==> src/rtl/cmd_parse_ascii.sv <==
// Line-oriented ASCII command receiver: K/P load 128-bit key/plaintext from 32 hex digits,
// G/H set or clear the run level. Malformed or stalled commands are counted and dropped.
module cmd_parse_ascii #(
    parameter int unsigned TIMEOUT_COUNT = 50_000_000
) (
    input  logic         clk,
    input  logic         rst_n,
    input  logic [7:0]   data,
    input  logic         valid,
    output logic         require,
    output logic [127:0] key,
    output logic [127:0] plain,
    output logic         key_load,
    output logic         plain_load,
    output logic         run,
    output logic         cmd_err,
    output logic [15:0]  err_count,
    output logic [2:0]   dbg_state
);

    localparam int unsigned TW = (TIMEOUT_COUNT > 2) ? $clog2(TIMEOUT_COUNT) : 1;
    localparam logic [TW-1:0] TMO_LAST = TW'(TIMEOUT_COUNT - 1);

    localparam logic [7:0] L_K = 8'h4B;
    localparam logic [7:0] L_P = 8'h50;
    localparam logic [7:0] L_G = 8'h47;
    localparam logic [7:0] L_H = 8'h48;

    typedef enum logic [2:0] {
        S_IDLE      = 3'd0,
        S_HEX       = 3'd1,
        S_WAIT_TERM = 3'd2,
        S_CTRL      = 3'd3,
        S_DISCARD   = 3'd4,
        S_COMMIT    = 3'd5
    } state_t;

    typedef enum logic [1:0] {
        CMD_KEY   = 2'd0,
        CMD_PLAIN = 2'd1,
        CMD_GO    = 2'd2,
        CMD_HALT  = 2'd3
    } cmd_t;

    state_t         state_q;
    cmd_t           cmd_q;
    logic [127:0]   shift_q;
    logic [5:0]     cnt_q;
    logic [TW-1:0]  tmo_q;
    logic           require_q;
    logic [127:0]   key_q;
    logic [127:0]   plain_q;
    logic           key_load_q;
    logic           plain_load_q;
    logic           run_q;
    logic           cmd_err_q;
    logic [15:0]    err_q;

    // Handshake: a byte moves on a rising edge where valid && require are both high.
    logic       accept;
    logic       is_term;
    logic       is_space;
    logic [7:0] letter;
    logic       hex_ok;
    logic [3:0] hex_nib;
    logic       is_cmd;
    logic       tmo_fire;
    logic       in_cmd;
    logic       byte_err;
    logic       tmo_err;

    always_comb begin
        accept   = valid && require_q;
        is_term  = (data == 8'h0D) || (data == 8'h0A);
        is_space = (data == 8'h20);
        // Clearing bit 5 folds lower-case letters onto upper-case.
        letter   = {data[7:6], 1'b0, data[4:0]};
        hex_ok   = 1'b0;
        hex_nib  = 4'h0;
        if ((data >= 8'h30) && (data <= 8'h39)) begin
            hex_ok  = 1'b1;
            hex_nib = data[3:0];
        end else if ((letter >= 8'h41) && (letter <= 8'h46)) begin
            hex_ok  = 1'b1;
            hex_nib = data[3:0] + 4'd9;
        end
        is_cmd   = (letter == L_K) || (letter == L_P) || (letter == L_G) || (letter == L_H);
        tmo_fire = (tmo_q == TMO_LAST);
        in_cmd   = (state_q == S_HEX) || (state_q == S_WAIT_TERM) || (state_q == S_CTRL);
        byte_err = 1'b0;
        if (accept) begin
            unique case (state_q)
                S_IDLE:      byte_err = !is_term && !is_space && !is_cmd;
                S_HEX:       byte_err = !hex_ok;
                S_WAIT_TERM: byte_err = !is_term;
                S_CTRL:      byte_err = !is_term;
                default:     byte_err = 1'b0;
            endcase
        end
        tmo_err = !accept && tmo_fire && in_cmd;
    end

    always_ff @(posedge clk or negedge rst_n) begin
        if (!rst_n) begin
            state_q      <= S_IDLE;
            cmd_q        <= CMD_KEY;
            shift_q      <= '0;
            cnt_q        <= '0;
            tmo_q        <= '0;
            require_q    <= 1'b0;
            key_q        <= '0;
            plain_q      <= '0;
            key_load_q   <= 1'b0;
            plain_load_q <= 1'b0;
            run_q        <= 1'b0;
            cmd_err_q    <= 1'b0;
            err_q        <= '0;
        end else begin
            require_q    <= 1'b1;
            key_load_q   <= 1'b0;
            plain_load_q <= 1'b0;
            cmd_err_q    <= byte_err || tmo_err;
            if ((byte_err || tmo_err) && (err_q != 16'hFFFF)) begin
                err_q <= err_q + 16'd1;
            end

            if (accept || tmo_fire || (state_q == S_IDLE) || (state_q == S_COMMIT)) begin
                tmo_q <= '0;
            end else begin
                tmo_q <= tmo_q + TW'(1);
            end

            unique case (state_q)
                S_IDLE: begin
                    if (accept && !is_term && !is_space) begin
                        if ((letter == L_K) || (letter == L_P)) begin
                            shift_q <= '0;
                            cnt_q   <= '0;
                            cmd_q   <= (letter == L_K) ? CMD_KEY : CMD_PLAIN;
                            state_q <= S_HEX;
                        end else if ((letter == L_G) || (letter == L_H)) begin
                            cmd_q   <= (letter == L_G) ? CMD_GO : CMD_HALT;
                            state_q <= S_CTRL;
                        end else begin
                            state_q <= S_DISCARD;
                        end
                    end
                end
                S_HEX: begin
                    if (accept) begin
                        if (hex_ok) begin
                            shift_q <= {shift_q[123:0], hex_nib};
                            cnt_q   <= cnt_q + 6'd1;
                            if (cnt_q == 6'd31) begin
                                state_q <= S_WAIT_TERM;
                            end
                        end else if (is_term) begin
                            state_q <= S_IDLE;
                        end else begin
                            state_q <= S_DISCARD;
                        end
                    end else if (tmo_fire) begin
                        state_q <= S_IDLE;
                    end
                end
                S_WAIT_TERM: begin
                    if (accept) begin
                        if (is_term) begin
                            state_q   <= S_COMMIT;
                            require_q <= 1'b0;
                            if (cmd_q == CMD_KEY) begin
                                key_q      <= shift_q;
                                key_load_q <= 1'b1;
                            end else begin
                                plain_q      <= shift_q;
                                plain_load_q <= 1'b1;
                            end
                        end else begin
                            state_q <= S_DISCARD;
                        end
                    end else if (tmo_fire) begin
                        state_q <= S_IDLE;
                    end
                end
                S_CTRL: begin
                    if (accept) begin
                        if (is_term) begin
                            state_q   <= S_COMMIT;
                            require_q <= 1'b0;
                            run_q     <= (cmd_q == CMD_GO);
                        end else begin
                            state_q <= S_DISCARD;
                        end
                    end else if (tmo_fire) begin
                        state_q <= S_IDLE;
                    end
                end
                S_DISCARD: begin
                    if ((accept && is_term) || (!accept && tmo_fire)) begin
                        state_q <= S_IDLE;
                    end
                end
                S_COMMIT: begin
                    state_q <= S_IDLE;
                end
                default: begin
                    state_q <= S_IDLE;
                end
            endcase
        end
    end

    assign require    = require_q;
    assign key        = key_q;
    assign plain      = plain_q;
    assign key_load   = key_load_q;
    assign plain_load = plain_load_q;
    assign run        = run_q;
    assign cmd_err    = cmd_err_q;
    assign err_count  = err_q;
    assign dbg_state  = state_q;

endmodule

==> config.mk <==
export PLATFORM = sky130hd
export DESIGN_NAME = cmd_parse_ascii
export DESIGN_NICKNAME = d
export VERILOG_FILES = /design/src/rtl/cmd_parse_ascii.sv
export SDC_FILE = /design/constraint.sdc
export NUM_CORES = 1
export LEC_CHECK = 0
export CORE_UTILIZATION = 58
export DETAILED_ROUTE_END_ITERATION = 16
export PLACE_DENSITY = 0.86
export SYNTH_ARGS = -nofsm -noshare
export SYNTH_HDL_FRONTEND = slang
export SYNTH_SLANG_ARGS = --single-unit
export TNS_END_PERCENT = 5
==> constraint.sdc <==
create_clock -name clk -period 6 [get_ports clk]
set_clock_uncertainty 0.15 [all_clocks]
set_input_delay 1.2 -clock clk [delete_from_list [all_inputs] [get_ports clk]]
set_output_delay 1.2 -clock clk [all_outputs]
set_load 0.01 [all_outputs]
==> impl_metrics.toml <==
[synth]
yosysSeqAreaShare_pct = 61.9
ys_warn_count = 0
yosysUniqueCellTypes = 57
avgSynthCellArea_um2 = 12.3
ys.flop_type = "dfrtp_1"
syn_nets = 1476
netlist_top_cells_count = "dfrtp_1 (442), nand2_1 (276), mux2_2 (260)"
synth_most_common_cell = "dfrtp_1"
syn-instance-count = 1458
synthesis.area_um2 = 17900
async_reset_ff_share_pct = 100
synth_edf_count = 0
synthTopCellsByArea = "dfrtp_1 (62%), mux2_2 (16%), nand2_1 (5.8%)"
synth.largest_area_cell = "dfrtp_1"
ys_ff_latch = 442
synth_top_area_share_pct = 61.9

[place]
placedCellCount = 2068
place_congestion = 0.868
portBuffers = 290
dp_hpwl_mm = 27.2

[floorplan]
die_w_um = 178
die_area_um2 = 31500
fp.dieH_um = 178
start_util_pct = 59.7
io_pins = 291
core-area_um2 = 30000
num_rows = 63

[sta]
finalSetupViolCount = 0
fmax_mhz = 252
post-route-min-period_ns = 3.97
rsz0062_at_grt = "no"
worstMarginPinSlew_ns = 1.01
hold_viol = 0
tns_ns = 0
finalCritPeriodShare_pct = 66.2
finalMaxSlewViolations = 0
max-slew-margin-rel_pct = 32.7

[drt]
ant_nets = 0
drt_wl_total_mm = 42.4
viasPerCell = 5.70
dr.pass1.iters = 5
first_iter_violations = 1130
dr_total_vias = 12253
routedWlPerCell_um = 19.7
drc = 0

[power_and_ir_drop]
p_leak_nw = 10.2
cellPowerDensity_nw_per_um2 = 278
vdd.ir_drop.worst_uv = 194

[setup_path]
worstPathMaxFanout = 59
end_kind = "flip-flop"
crit_family = "buffers and inverters"
cp.required_ns = 6.27
crit_start = "data[1]"
arrival_ns = 4.25
crit_type = "in2reg"
rr_startpoint = "dbg_state[2]"
critical_path.slowest_cell = "buf_4"
critPathLaunchType = "input pin"
cp_cell_sequence = "clkdlybuf4s50_1, inv_1, ha_1, mux2_2, nand4b_1, inv_1, and3_1, inv_1, nor3_4, buf_4, mux2_2"
worst-path-buf-inv = 5
slowest_delay_ns = 0.67
crit_top_cell = "inv_1"

[final_layout]
drive_gt1_share_pct = 20.2
fin_nets = 1742
multiInputGateArea_um2 = 6330
fin_cells = 2148
area_growth_pct = 25.7
fillers = 1878
diodes = 0
seq_area_um2 = 11100

[clock_network]
post_cts_buffers = 0
cts_resized = 0
htree_levels = 2
cts_tree = "built"
cts_hold_buf = 0
cts_root_buf = "clkbuf_16"
cts.clk_slew.worst_paths_ns = 0.06
clock_sinks = 442
numCtsBuffers = 44
clockBufferDepth = 3
clock_latency_ns = 0.56

[hold_path]
hp-start = "tmo_q[0]"
hp-class = "reg2reg"

[global_route]
grt_util_all_layers_pct = 27.5
grt_overflow = 0
first_global_vias = 12376
antenna_found_initial = 0
grt_max_degree = 170
grt_pass1_wl_mm = 67.8

[flow_run]
drv_cap = 0

[run_status]
status = "completed"
==> worst register-to-register path, stage by stage (launching register included) <==
cell,delay (ns)
dfrtp_1,0.55
nor3_1,0.32
o21ai_0,0.17
a41oi_1,0.40
a21o_4,0.49
buf_4,0.61
nand2_1,0.20
o21ai_0,0.14
==> layout by cell type, fill, tap and decap left out, types with 14 or more instances in the layout <==
cell	instances
o21ai_0	61
mux2_2	260
nand3_1	25
clkbuf_16	44
clkdlybuf4s50_1	289
dfrtp_1	442
nand2_1	276
o21ai_1	75
nor2_1	50
clkbuf_8	15
xnor2_1	14
xor2_1	23
==> state kept, by name, indices dropped and copies added, names as in the netlist, 2 cells and up <==
signal and flops:
tmo_q 26, cnt_q 6, dbg_state 3, err_count 16, key 128, plain 128, cmd_q 2, shift_q 128
==> area by class of cell <==
class,instances,share of cell area [%]
clock buffer,69,5.98
clock inverter,11,0.624
inverter,12,0.200
multi-input combinational,921,28.2
sequential,442,49.2
tap,390,2.17
timing repair buffer,303,13.7
==> path summary, 6_finish.rpt <==
kind	end	slack [ns]	cells after the start
setup / recovery	plain[81]	2.03	11
hold / removal	tmo_q[0]	0.34	1
setup reg to reg	shift_q[24]	2.92	7
hold reg to reg	tmo_q[0]	0.34	1
max in group asynchronous	key[107]	4.05	2
min in group asynchronous	key[38]	0.39	1
==> per-stage QoR <==
stage	total power (W)	setup WS [ns]	hold slack (ns)	utilization (%)	cell area [µm²]
floorplan	0.00338	2.67	0.299	-	17900
global placement	0.00352	1.65	0.322	70.1	21000
detailed placement	0.00353	1.50	0.339	70.1	21000
CTS	0.00629	2.04	0.347	75.0	22500
global route	0.00647	1.73	0.369	75.0	22500
finish	0.00625	2.03	0.342	75.0	22500
==> power breakdown <==
part	total (W)	switching, W	internal (W)	leakage, nW
logic	0.000422	0.000307	0.000115	3.32
registers	0.00306	0.0000443	0.00301	6.15
clock network	0.00277	0.00114	0.00163	0.730
==> cell families after synthesis <==
group | after synthesis | share of synthesized area [%]
flops | 442 | 61.9
simple gates | 426 | 10.5
mux | 261 | 16.4
compound gates | 190 | 6.00
buf+inv | 95 | 2.91
xor+xnor | 37 | 1.81
fa+ha+maj | 7 | 0.490
==> routing by layer <==
layer,vias up,GRT usage (%),share of wire (%)
met5,-,0,0
met4,0,8.30,2.9
met3,72,5.63,6.4
met2,407,44.3,49
met1,6233,37.8,42
li1,5541,-,-
Note: power is estimated with default switching activity, not from simulation.
==> RTL edit 1: new RTL, same settings <==
Put one more register stage on the output `key_load`. The value now appears one clock later. The other outputs are not delayed to match.
--- a/src/rtl/cmd_parse_ascii.sv
+++ b/src/rtl/cmd_parse_ascii.sv
@@ -213,7 +213,9 @@
     assign require    = require_q;
     assign key        = key_q;
     assign plain      = plain_q;
-    assign key_load   = key_load_q;
+    always_ff @(posedge clk) begin
+        key_load <= key_load_q;
+    end
     assign plain_load = plain_load_q;
     assign run        = run_q;
     assign cmd_err    = cmd_err_q;
Behaviour: no difference found for any inputs over 4 cycles, from zero or initial values and one cycle with rst_n low; that may be too few to reach the edited logic, so the function may still have changed.
==> RTL edit 1 against the original RTL <==
Highest routed layer unchanged. Largest power group unchanged. Critical path depth decreased by 1. Sequential cell count up 1. Worst setup slack got worse by 0.17 ns. Power decreased by 0.18%. Core utilization decreased by 0.21 points. Final area about the same. Area after synthesis rose by 0.11%. Routed wire length shrank 2.2%.
==> RTL edit 1: results (changes against the original RTL) <==
INFO  routing        drt_iter0_markers=929 [was 1130]
INFO  setup_path     worstPathMaxFanout=92 [was 59]
INFO  setup_path     capture_point_of_the_worst_path=shift_q[108]$_DFFE_PN0P_ [was plain[81]$_DFFE_PN0P_]
INFO  setup_path     r2r_setup_slack=2.87ns [was 2.92 ns]
INFO  hold_path      timing.hold.worst_path_depth=0 [was 1]
INFO  pwr            irDropWorstVdd=0.230mV [was 0.194 mV]
INFO  grt            grt_max_degree=136 [was 170]
INFO  pwr            leakage=10.2nW [about the same]
INFO  cells_and_area finalNonFillerCells=2151 [was 2148]
INFO  hold_path      worstHoldStart=key_load_q$_DFF_PN0_ [was tmo_q[0]$_DFF_PN0_]
INFO  timing         timing_worst_slew_pin_value=0.974ns [was 1.01 ns]
INFO  cells_and_area seqCellArea=0.0111mm^2 [about the same]
INFO  placement      hpwl=26400um [was 27200 um]
INFO  cells_and_area post_route_cells_drive_above_1_share=0.200 [was 0.202]
INFO  synth          synthTopCellsByArea=sky130_fd_sc_hd__dfrtp_1 (62%), sky130_fd_sc_hd__mux2_2 (16%), sky130_fd_sc_hd__nand2_1 (5.8%) [unchanged]
INFO  placement      finalWeightedCongestion=0.850 [was 0.868]
INFO  setup_path     worst-endpoint-arrival=4.44ns [was 4.25 ns]
INFO  synth          ys_seq_area_frac=0.619 [about the same]
INFO  placement      post-place-ws=1.35ns [was 1.50 ns]
INFO  synth          ys_types=58 [was 57]
INFO  cells_and_area finalNetCount=1745 [was 1742]
INFO  status         outcome=complete, no violations [unchanged]
INFO  cells_and_area fill_cells=1850 [was 1878]
INFO  cts            clock_insertion_delay_worst_skew=0.54ns [was 0.56 ns]
INFO  cts            cts_made_buffers=45 [was 44]
INFO  placement      placedCellCount=2070 [was 2068]
INFO  grt            globalRouteTotalUtil=0.269 [was 0.275]
INFO  synth          synth_fp_nets=1477 [was 1476]
INFO  timing         min_period_over_period=0.690 [was 0.662]
INFO  routing        avgRoutedWirePerCell=19.3um [was 19.7 um]
INFO  hold_path      whs_endpoint=key_load$_DFF_P_ [was tmo_q[0]$_DFF_PN0_]
RTL edit 1: cell types whose count changed after synthesis, sizes merged:
cell and delta:
dfxtp +1
RTL edit 1: where the power goes:
group	internal (mW)	switching, mW
combinational	0.116	0.303
clock	1.62	1.14
sequential	3.02	0.0451
total	4.75	1.49
RTL edit 1: logic make-up after synthesis:
kind of cell | count (synthesis) | synth area share
AOI/OAI and AO/OA | 190 | 0.0599
xor gates and xnor gates | 37 | 0.0181
adders and majority gates | 7 | 0.00489
buffers and inverters | 95 | 0.0291
DFF | 443 | 0.619
muxes | 261 | 0.164
and+or+nand+nor | 426 | 0.105
RTL edit 1: cell type report:
| class | instances | area share |
|---|---|---|
| Sequential cell | 443 | 0.493 |
| Multi-Input combinational cell | 921 | 0.282 |
| Clock inverter | 14 | 0.00729 |
| Timing Repair Buffer | 304 | 0.137 |
| Clock buffer | 67 | 0.0574 |
| Inverter | 12 | 0.00200 |
| Tap cell | 390 | 0.0217 |
RTL edit 1: worst max-delay path, stage by stage:
cell	delay (ns)
sky130_fd_sc_hd__clkdlybuf4s50_1	0.60
sky130_fd_sc_hd__inv_1	0.12
sky130_fd_sc_hd__ha_1	0.23
sky130_fd_sc_hd__nor3b_1	0.37
sky130_fd_sc_hd__nor4b_4	0.12
sky130_fd_sc_hd__o211ai_2	0.31
sky130_fd_sc_hd__a21o_4	0.76
sky130_fd_sc_hd__buf_4	0.46
sky130_fd_sc_hd__nand2_1	0.12
sky130_fd_sc_hd__o21ai_1	0.10
RTL edit 1: metal layers:
metal	vias up	track usage	wire, um
li1	5557	-	-
met1	6361	0.378	17900
met2	431	0.430	20000
met3	61	0.0521	2520
met4	0	0.0773	958
met5	-	0	0
==> RTL edit 2: new RTL, config.mk and constraints unchanged <==
Without the edit above. Set the parameter `TIMEOUT_COUNT` to 200_000_000 (it was 50_000_000).
--- a/src/rtl/cmd_parse_ascii.sv
+++ b/src/rtl/cmd_parse_ascii.sv
@@ -1,7 +1,7 @@
 // Line-oriented ASCII command receiver: K/P load 128-bit key/plaintext from 32 hex digits,
 // G/H set or clear the run level. Malformed or stalled commands are counted and dropped.
 module cmd_parse_ascii #(
-    parameter int unsigned TIMEOUT_COUNT = 50_000_000
+    parameter int unsigned TIMEOUT_COUNT = 200_000_000
 ) (
     input  logic         clk,
     input  logic         rst_n,
Formal check against the unedited RTL: no difference found for any inputs over 4 cycles, from zero or initial values and one cycle with rst_n low; that may be too few to reach the edited logic, so the function may still have changed.
==> RTL edit 2 against the original RTL <==
Final area down 0.35%. Largest power group unchanged. Power up 1.9%. Critical endpoint is now shift_q[56]$_DFFE_PN0P_. Worst setup slack worse by 0.73 ns. Non-clock buffer count up 2. Sequential cell count up 2. Critical path type unchanged. Routed wire length down 4.5%. Synthesized cell count down 1.1%. Cell count down 0.47%. Area after synthesis down 1.4%. First-iteration DRC count down 26%. Hold slack about the same.
==> RTL edit 2: results (changes against the original RTL) <==
INFO  status         outcome=complete, no violations [unchanged]
INFO  placement      hpwl=25400um [was 27200 um]
INFO  timing         timing_worst_slew_pin_value=1.15ns [was 1.01 ns]
INFO  pwr            irDropWorstVdd=0.299mV [was 0.194 mV]
INFO  routing        vias_post_dr=11.9k [was 12.3k]
INFO  routing        wirelength=40500um [was 42400 um]
INFO  pwr            leakage=10.2nW [about the same]
INFO  grt            grt_max_degree=131 [was 170]
INFO  cells_and_area multi_input_gates=904 [was 921]
INFO  synth          ys_types=49 [was 57]
INFO  placement      placedCellCount=2057 [was 2068]
INFO  routing        avgRoutedWirePerCell=18.9um [was 19.7 um]
INFO  cells_and_area clock_buffer_and_inverter_area_fraction_after_layout=0.0685 [was 0.0661]
INFO  cells_and_area finalNetCount=1732 [was 1742]
INFO  cts            cts_made_buffers=45 [was 44]
INFO  synth          ys_seq_area_frac=0.630 [was 0.619]
INFO  cells_and_area seq_area_frac=0.496 [was 0.492]
INFO  grt            globalRouteTotalUtil=0.266 [was 0.275]
INFO  placement      post-place-ws=0.959ns [was 1.50 ns]
INFO  setup_path     worstPathMaxFanout=122 [was 59]
INFO  synth          post_synth_inst_count=1442 [was 1458]
INFO  pwr            switching_share=0.234 [was 0.239]
INFO  routing        drt_iter0_markers=835 [was 1130]
INFO  cells_and_area post_route_cells_drive_above_1_share=0.204 [was 0.202]
INFO  synth          synth_fp_nets=1460 [was 1476]
INFO  cells_and_area n_sequential_cell=444 [was 442]
INFO  synth          synthTopCellsByArea=sky130_fd_sc_hd__dfrtp_1 (63%), sky130_fd_sc_hd__mux2_2 (17%), sky130_fd_sc_hd__nand2_1 (6.1%) [was sky130_fd_sc_hd__dfrtp_1 (62%), sky130_fd_sc_hd__mux2_2 (16%), sky130_fd_sc_hd__nand2_1 (5.8%)]
INFO  placement      finalWeightedCongestion=0.832 [was 0.868]
INFO  grt            grt_pass1_wl=65300um [was 67800 um]
INFO  cells_and_area multi_input_logic_area=0.00615mm^2 [was 0.00633 mm^2]
INFO  cells_and_area fill_cells=1905 [was 1878]
INFO  setup_path     worst-endpoint-arrival=4.93ns [was 4.25 ns]
INFO  cells_and_area nonClockBufferCount=305 [was 303]
INFO  setup_path     reg2reg_depth=6 [was 7]
INFO  cts            clock_insertion_delay_worst_skew=0.53ns [was 0.56 ns]
INFO  cells_and_area nonClockInverterCount=14 [was 12]
INFO  synth          ys_top_cells_by_count=sky130_fd_sc_hd__dfrtp_1 (444), sky130_fd_sc_hd__nand2_1 (285), sky130_fd_sc_hd__mux2_2 (261) [was sky130_fd_sc_hd__dfrtp_1 (442), sky130_fd_sc_hd__nand2_1 (276), sky130_fd_sc_hd__mux2_2 (260)]
-- RTL edit 2: changes by cell type after synthesis, sizes merged, moves of 5 or more --
cell and delta:
xnor2 +5, nand2 +9, nand4 -5, a31oi -9, and3 -5, buf -19, clkbuf +16, nand3 -7
nor2 +10
-- RTL edit 2: cell families after synthesis --
kind of cell | Yosys count | share of synthesized area
xor+xnor | 46 | 0.0229
compound gates | 162 | 0.0494
fa+ha+maj | 7 | 0.00497
buf+inv | 94 | 0.0226
mux | 262 | 0.167
flops | 444 | 0.630
simple gates | 427 | 0.103
-- RTL edit 2: worst max-delay path, stage by stage --
cell and delay (ns):
sky130_fd_sc_hd__clkdlybuf4s50_1 0.50, sky130_fd_sc_hd__inv_1 0.17, sky130_fd_sc_hd__ha_1 0.27, sky130_fd_sc_hd__nor4bb_1 0.37, sky130_fd_sc_hd__a31oi_1 0.08, sky130_fd_sc_hd__o41ai_1 0.44, sky130_fd_sc_hd__a221o_4 1.02, sky130_fd_sc_hd__buf_4 0.59
sky130_fd_sc_hd__o21ai_0 0.21
-- RTL edit 2: path summary, 6_finish.rpt --
| kind | startpoint | endpoint | slack [ns] |
|---|---|---|---|
| worst max-delay path | data[0] | shift_q[56]$_DFFE_PN0P_ | 1.30 |
| worst min-delay path | tmo_q[0]$_DFF_PN0_ | tmo_q[0]$_DFF_PN0_ | 0.34 |
| worst max register to register | dbg_state[0]$_DFFE_PN0P_ | shift_q[56]$_DFFE_PN0P_ | 2.84 |
| worst min register to register | tmo_q[0]$_DFF_PN0_ | tmo_q[0]$_DFF_PN0_ | 0.34 |
| max in group asynchronous | rst_n | shift_q[63]$_DFFE_PN0P_ | 3.68 |
| min in group asynchronous | rst_n | plain[117]$_DFFE_PN0P_ | 0.64 |
-- RTL edit 2: power groups by stage --
| stage | Sequential, mW | Combinational (mW) | Clock [mW] |
|---|---|---|---|
| 6_report | 3.08 | 0.434 | 2.85 |
| 3_5_place_dp | 3.13 | 0.431 | 0 |
| 4_1_cts | 3.08 | 0.438 | 2.90 |
| 2_1_floorplan | 3.13 | 0.249 | 0 |
| 5_1_grt | 3.09 | 0.483 | 3.02 |
| 3_3_place_gp | 3.13 | 0.418 | 0 |
-- RTL edit 2: per-stage QoR --
step	cell area [um^2]	power, mW
global route	22400	6.60
detailed placement	20900	3.57
CTS	22400	6.42
global placement	20900	3.55
finish	22400	6.37
floorplan	17600	3.38
-- RTL edit 2: routing by layer --
layer / vias to the layer above / part of all wire / track usage
met3: 92 / 0.071 / 0.0637
met1: 6034 / 0.42 / 0.354
met5: - / 0 / 0
met2: 362 / 0.47 / 0.427
li1: 5424 / - / -
met4: 0 / 0.037 / 0.100
